===== config.mk =====
export PLATFORM = sky130hd
export DESIGN_NAME = ps2_keycode_source
export DESIGN_NICKNAME = d
export VERILOG_FILES = /design/src/rtl/ps2_keycode_source.sv
export SDC_FILE = /design/constraint.sdc
export NUM_CORES = 1
export LEC_CHECK = 0
export ABC_AREA = 1
export ABC_CLOCK_PERIOD_IN_PS = 2000
export CAP_MARGIN = 5
export CORE_MARGIN = 1.5
export CORE_UTILIZATION = 61
export CTS_BUF_LIST = sky130_fd_sc_hd__clkbuf_8
export DETAILED_ROUTE_END_ITERATION = 10
export PLACE_DENSITY = 0.81
export SYNTH_ARGS = -nofsm -noshare
export SYNTH_HDL_FRONTEND = slang
export SYNTH_SLANG_ARGS = --single-unit

===== constraint.sdc =====
create_clock -name Clk -period 2 [get_ports Clk]
set_input_delay 0.5 -clock Clk [delete_from_list [all_inputs] [get_ports Clk]]
set_output_delay 0.5 -clock Clk [all_outputs]
set_load 0.05 [all_outputs]

===== src/rtl/ps2_keycode_source.sv =====
// rtl/ps2_keycode_source.sv - PS/2 keyboard frame receiver producing keycode/keyPress for game logic
//
// Ports:
//   Clk       system clock, rising edge
//   Reset     synchronous, active-high
//   ps2_clk   raw PS/2 clock pin (asynchronous)
//   ps2_data  raw PS/2 data pin (asynchronous)
//   keycode   last accepted scan code (make or break target)
//   keyPress  high while the key in keycode is held
//   keyValid  one-cycle pulse when keycode/keyPress update
//   frameErr  one-cycle pulse on start, parity, stop or timeout error
//
// Build option: PS2_EXTENDED_EN - decode E0-prefixed codes like normal codes
//   (the E0 is dropped, so arrow keys alias keypad keys); when undefined,
//   scan codes completed after an E0 prefix are discarded.

module ps2_keycode_source #(
    parameter int TIMEOUT_CYCLES = 50000
) (
    input  logic       Clk,
    input  logic       Reset,
    input  logic       ps2_clk,
    input  logic       ps2_data,
    output logic [7:0] keycode,
    output logic       keyPress,
    output logic       keyValid,
    output logic       frameErr
);

    localparam logic [16:0] TIMEOUT_LIMIT = 17'(TIMEOUT_CYCLES);
    localparam logic [7:0]  BREAK_PREFIX  = 8'hF0;
    localparam logic [7:0]  EXT_PREFIX    = 8'hE0;

`ifdef PS2_EXTENDED_EN
    localparam logic EXT_DECODE = 1'b1;
`else
    localparam logic EXT_DECODE = 1'b0;
`endif

    typedef enum logic [1:0] {
        IDLE,
        DATA,
        PARITY,
        STOP
    } frame_state_t;

    frame_state_t state;

    // Two-flop synchronisers; index 1 is the synchronised value.
    logic [1:0]  clk_sync;
    logic [1:0]  data_sync;
    logic        clk_prev;
    logic        ps2_fall;
    logic        data_bit;

    logic [7:0]  shift_reg;
    logic [2:0]  bit_cnt;
    logic        parity_ok;
    logic        brk;
    logic        ext;
    logic [16:0] timeout_cnt;

    always_ff @(posedge Clk) begin
        if (Reset) begin
            clk_sync  <= 2'b11;
            data_sync <= 2'b11;
            clk_prev  <= 1'b1;
        end else begin
            clk_sync  <= {clk_sync[0], ps2_clk};
            data_sync <= {data_sync[0], ps2_data};
            clk_prev  <= clk_sync[1];
        end
    end

    assign ps2_fall = clk_prev & ~clk_sync[1];
    assign data_bit = data_sync[1];

    always_ff @(posedge Clk) begin
        if (Reset) begin
            state       <= IDLE;
            shift_reg   <= '0;
            bit_cnt     <= '0;
            parity_ok   <= 1'b0;
            brk         <= 1'b0;
            ext         <= 1'b0;
            timeout_cnt <= '0;
            keycode     <= 8'h00;
            keyPress    <= 1'b0;
            keyValid    <= 1'b0;
            frameErr    <= 1'b0;
        end else begin
            keyValid <= 1'b0;
            frameErr <= 1'b0;

            if (state == IDLE || ps2_fall) begin
                timeout_cnt <= '0;
            end else begin
                timeout_cnt <= timeout_cnt + 17'd1;
            end

            case (state)
                IDLE: begin
                    if (ps2_fall) begin
                        if (!data_bit) begin
                            state   <= DATA;
                            bit_cnt <= '0;
                        end else begin
                            // A falling edge with data high cannot be a start bit.
                            frameErr <= 1'b1;
                            brk      <= 1'b0;
                            ext      <= 1'b0;
                        end
                    end
                end

                DATA: begin
                    if (ps2_fall) begin
                        // LSB arrives first, so shift right and insert at the top.
                        shift_reg <= {data_bit, shift_reg[7:1]};
                        bit_cnt   <= bit_cnt + 3'd1;
                        if (bit_cnt == 3'd7) begin
                            state <= PARITY;
                        end
                    end
                end

                PARITY: begin
                    if (ps2_fall) begin
                        // Odd parity: data plus parity bit carry an odd count of ones.
                        parity_ok <= ^{shift_reg, data_bit};
                        state     <= STOP;
                    end
                end

                STOP: begin
                    if (ps2_fall) begin
                        state <= IDLE;
                        if (parity_ok && data_bit) begin
                            if (shift_reg == BREAK_PREFIX) begin
                                brk <= 1'b1;
                            end else if (shift_reg == EXT_PREFIX) begin
                                ext <= 1'b1;
                            end else begin
                                brk <= 1'b0;
                                ext <= 1'b0;
                                if (!ext || EXT_DECODE) begin
                                    if (!brk) begin
                                        keycode  <= shift_reg;
                                        keyPress <= 1'b1;
                                        keyValid <= 1'b1;
                                    end else if (shift_reg == keycode) begin
                                        // Releases of keys other than the held one are ignored.
                                        keyPress <= 1'b0;
                                        keyValid <= 1'b1;
                                    end
                                end
                            end
                        end else begin
                            frameErr <= 1'b1;
                            brk      <= 1'b0;
                            ext      <= 1'b0;
                        end
                    end
                end

                default: state <= IDLE;
            endcase

            // Abandon a stalled frame; a coincident edge takes priority.
            if (state != IDLE && !ps2_fall && timeout_cnt == TIMEOUT_LIMIT) begin
                state     <= IDLE;
                frameErr  <= 1'b1;
                brk       <= 1'b0;
                ext       <= 1'b0;
                shift_reg <= '0;
                bit_cnt   <= '0;
            end
        end
    end

endmodule


Word level (Yosys, flattened, before mapping)
Cells that the tools add are included.
- $add $sub $neg: 2
- multiply operators: 0
- divide/modulo/power cells: 0
- order comparisons: 0
- eq/ne operators: 18
- shifts and indexed selects: 0
- mux-type cells: 33
- bitwise gates (word level): 9
- reductions and logical operators: 21
- operators with widths (cell ; number):
    1-bit two-way mux ; 19
    17-bit by 1-bit adder with 17-bit output, second input constant ; 1
    17-bit by 16-bit == test with 1-bit output, second input constant ; 1
    8-bit == test, second input constant ; 2
    2-bit inequality test, second input constant ; 7
    7-bit AND reduction ; 2
    2-bit two-way mux ; 6
    5-bit AND reduction ; 2
    3-bit two-way mux ; 3
    9-bit parity ; 1
    8-bit == test ; 1
    1-bit NOT ; 8
    2-bit one-hot mux with 4 select lines ; 1
    7-bit OR reduction ; 1
    1-bit one-hot mux with 2 select lines ; 3
    3-bit one-hot mux with 2 select lines ; 1
    6-bit AND reduction ; 1
    2-bit nonzero test ; 3
    2-bit == test, second input constant ; 2
    4-bit inequality test, second input constant ; 1
    2-bit AND reduction ; 2
    4-bit AND reduction ; 1
    2-bit OR reduction ; 2
    3-bit by 1-bit adder with 3-bit output, second input constant ; 1
    9 further kinds ; 11
- register bits after elaboration: 49
- latch bits: 0
- memory bits (writable): 0
- ROM bits: 0
- input bits: 4
- output and inout bits: 11
- memories: 0

Logic depth before layout (Yosys ltp)
- word-level depth: 6
- depth in mapped cells: 12
- depth with buffers taken out: 11

Least setup slack after synthesis
No wires, ideal clock.
- kind: reg-to-reg
- start: register state[0]
- end: register keycode[0]
- setup time: 0.133 ns
- arrival: 1.318 ns
- setup slack: 0.549 ns
- cell stages (with the launch flop): 10
- buffers on the path: 1
- path through: dfxtp_1 -> ha_1 -> inv_1 -> nor2_2 -> nand3_2 -> a21oi_4 -> nand2_4 -> buf_6 -> nand2_1 -> a21oi_1
- cells in the longest elaborated chain, start to end: 2
- RTL lines (what ; RTL line ; source):
    from (decl) ; 47 ; frame_state_t state;
    from (signal assigned) ; 80 ; state <= IDLE;
    from (signal assigned) ; 105 ; state <= DATA;
    from (signal assigned) ; 122 ; state <= PARITY;
    2-bit == test ; 101 ; case (state)
    7-bit AND reduction (no line) ; n/a ;
    to (signal assigned) ; 148 ; keycode <= shift_reg;
    to (decl) ; 24 ; output logic [7:0] keycode,
Every way passes these cells.
A chain may end at the register's enable or synchronous reset.

Final worst setup path
- start: register frameErr
- end: output frameErr
- RTL lines (what ; RTL line ; source):
    from (decl) ; 27 ; output logic frameErr
    from (signal assigned) ; 90 ; frameErr <= 1'b0;
    from (signal assigned) ; 93 ; frameErr <= 1'b0;
    from (signal assigned) ; 109 ; frameErr <= 1'b1;
No word-level cell between the ends.

==> metrics.md <==
| Metric | Value |
|---|---|
| Latest clock arrival within the worst-skew pair | 0.31 ns |
| Highest routing layer actually used | met4 |
| Gate count after technology mapping | 358 |
| Worst clock skew on the final layout | 0.00735 ns |
| Number of standard-cell rows in the floorplan | 23 |
| TritonCTS clock tree | built |
| Clock sink count | 49 |
| First element of the critical path | frameErr |
| Starting density of the core | 63.0% |
| Class of the most critical setup path | reg -> out |
| Leading cell type in the layout, fill and taps excluded | nand2_1 |
| Synth area leaders | dfxtp_1 (39%), nand2_1 (14%), inv_1 (6.4%) |
| Synth-to-layout area growth | 12.8% |
| Count of fill cells added during filler insertion | 330 |
| Die outline height | 67.1 microns |
| End-of-flow core utilization | 71.1% |
| Unrepaired setup endpoints after global routing | false |
| Global routing usage summed across all routing layers | 24.8% |
| Number of iterations in the first detailed-routing pass | 4 |
| Top-Level Pins | 15 |
| Setup crit start kind | register |
| Antenna viol nets, final | 0 |
| Worst hold start | data_sync[0] |
| Beginning of the worst register-to-register path | state[0] |
| Buffer count from post-CTS setup fixing | 0 |
| Most area-hungry cell type in the Yosys netlist | dfxtp_1 |
| Final global-route overflow total | 0 |
| Number of levels in the clock H-tree | 2 |
| Ys async rst share | 0% |
| Number of diodes | 0 |
| Portion of total power attributed to the clock network | 36.0% |
| CTS Root Buffer Type | clkbuf_8 |
| VDD IR-drop max | 560 uV |
| Mean cell area of the mapped netlist | 6.99 sq um |
| Critical path arrival | 1.43 ns |
| Net count after synthesis | 370 |
| Half-perimeter wire length after placement | 3770 microns |
| Commonest register cell after synthesis | dfxtp_1 |
| Wire length the detailed router placed on met1 | 2420 microns |
| Peak clock frequency supported by timing | 517 MHz |
| Final Wtd Congestion | 0.820 |
| Crit path buf inv count | 1 |
| Final setup fails | 0 |
| Leading cell types in the layout, fill and taps excluded | nand2_1 (92), dfxtp_1 (49), inv_1 (43), nor2_1 (31), a21oi_1 (28) |
| Core area | 3970 sq um |
| Fraction of layout cells with a size suffix above 1 | 11.7% |
| Pin count of the biggest net entering global routing | 16 |
| Pwr per Cell Area | 823 nW/um^2 |
| Worst path top cell family by delay | buffers and inverters |
| Yosys cell types | 34 |
| Relative slew margins | 65.2% |
| Die W | 67.1 microns |
| Number of antenna violations at the first check in global routing | 0 |
| Cell breakdown of the critical path | clkdlybuf4s50_1 |
| Aggregate routed wire length | 4970 microns |
| MaxCap Viol Count | 0 |
| Sequential cell area fraction in the yosys report | 39.2% |
| Run status | complete, no violations |
| Routed wire length per instance | 11.7 microns |
| Proportion of netlist area held by the largest area contributor | 39.2% |
| Number of I/O port buffers | 14 |
| Aggregate negative setup slack | 0 ns |
| Delay of the slowest cell on the worst path | 0.80 ns |
| Switching component of the power | 662 uW |
| Part of the total power dissipated in sequential elements | 44.8% |
| CTS resizes | 0 |
| Number of DRC violations after detailed-routing iteration 0 | 100 |
| Final Hold Vio Count | 0 |
| Mean number of vias per cell | 5.23 |
| Clock edge transition at the registers on the reported setup and hold paths | 0.09 ns |
| Clk buf depth | 2 |
| Combined area of all synthesized cells | 2500 sq um |
| Cell with the largest stage delay on the worst path | clkdlybuf4s50_1 |
| Slew Viols, Final | 0 |
| Share of power burned in combinational logic | 19.2% |
| First-pass GRT wire length | 8560 microns |
| Hold slack final | 0.414 ns |
| FF+latch count, synth | 49 |
| Post-layout minimum cycle time | 1.93 ns |
| Synthesis warning total | 0 |
| Detail Route met2 WL | 2290 microns |
| Post-detailed-route DRC marker count | 0 |
| Req. time, crit path | 1.50 ns |
| Worst min-delay path category | reg -> reg |
| Final worst path period share | 96.7% |
| Switching Share | 28.5% |
| Via count of the first global-routing pass | 1953 |
| Net count reported at finish | 386 |
| Largest fanout on the critical path | 1 |
| Slew of the pin with the lowest slew margin | 0.521 ns |
| Internal power contribution | 1.66 mW |
| Count of flip-flops with a built-in enable after synthesis | 0 |
| Number of buffers added to fix hold violations after cts | 0 |
| Flip-flop count of the largest register after layout | 17 |
| Leakage power of the design | 1.16 nW |
| Total via count in the routed design | 2224 |
| Met3 Wirelength | 208 microns |
| Die area | 4500 sq um |
| Number of buffers added by the clock tree synthesis step | 5 |
| Element type at the critical path end | output pin |
[through the flow]
stage | setup WS (ns) | total power, mW | cells | instance area [sq um]
after detailed placement | 0.312 | 1.51 | 417 | 2680
final | 0.0654 | 2.32 | 425 | 2830
after global routing | 0.0330 | 2.44 | 425 | 2830
after global placement | 0.371 | 1.50 | 417 | 2680
after CTS | 0.00186 | 2.34 | 425 | 2820
after floorplan | 0.549 | 1.39 | 358 | 2500
[synthesized netlist by cell type, types with 2 or more instances]
| cell type | number |
|---|---|
| nand3_1 | 23 |
| o21ai_0 | 9 |
| o21ai_1 | 8 |
| or2_2 | 4 |
| nor2_2 | 3 |
| buf_2 | 7 |
| clkbuf_1 | 3 |
| inv_2 | 4 |
| xor2_1 | 2 |
| nor2_1 | 31 |
| ha_1 | 8 |
| nand3b_1 | 2 |
| nor3_1 | 9 |
| xnor2_1 | 5 |
| nand2_1 | 92 |
| inv_1 | 43 |
| dfxtp_1 | 49 |
| nand2_2 | 2 |
| nand4_1 | 6 |
| a21oi_1 | 28 |
| a21oi_2 | 7 |
[cell type report]
cell class	instances	area (sq um)	share of cell area [%]
well taps	50	62.6	2.21
multi-input cells	251	1290	45.6
repair buffers	20	183	6.47
clock inverters	3	65.1	2.30
flip-flops and latches	49	981	34.7
clock buffers	5	68.8	2.44
inverters	47	176	6.24
[power groups by stage]
stage,sequential (mW),clock [mW],combinational (mW)
after floorplan,1.06,0,0.331
after global placement,1.06,0,0.438
after detailed placement,1.06,0,0.445
after CTS,1.04,0.855,0.446
after global routing,1.05,0.883,0.507
final,1.04,0.837,0.446
[path summary, 6_finish.rpt]
| kind | end | slack [ns] | cells past startpoint |
|---|---|---|---|
| worst max-delay path | frameErr | 0.07 | 1 |
| worst min-delay path | data_sync[1] | 0.41 | 1 |
| worst max register to register | keycode[5] | 0.31 | 8 |
| worst min register to register | data_sync[1] | 0.41 | 1 |
[layer usage]
| metal | vias up | track usage (%) |
|---|---|---|
| met5 | - | 0 |
| met4 | 0 | 7.14 |
| met3 | 5 | 5.57 |
| met2 | 35 | 40.3 |
| met1 | 1011 | 32.7 |
| li1 | 1173 | - |
[logic make-up (layout without fill, tap and decap cells)]
group	after synthesis	after routing	synth area share, %
AOI/OAI and AO/OA	57	57	13.3
and+or+nand+nor	179	179	31.7
xor gates and xnor gates	7	7	2.45
buffers and inverters	58	75	9.34
DFF	49	49	39.2
adders and majority gates	8	8	4.00
(Power assumes the default switching activity.)
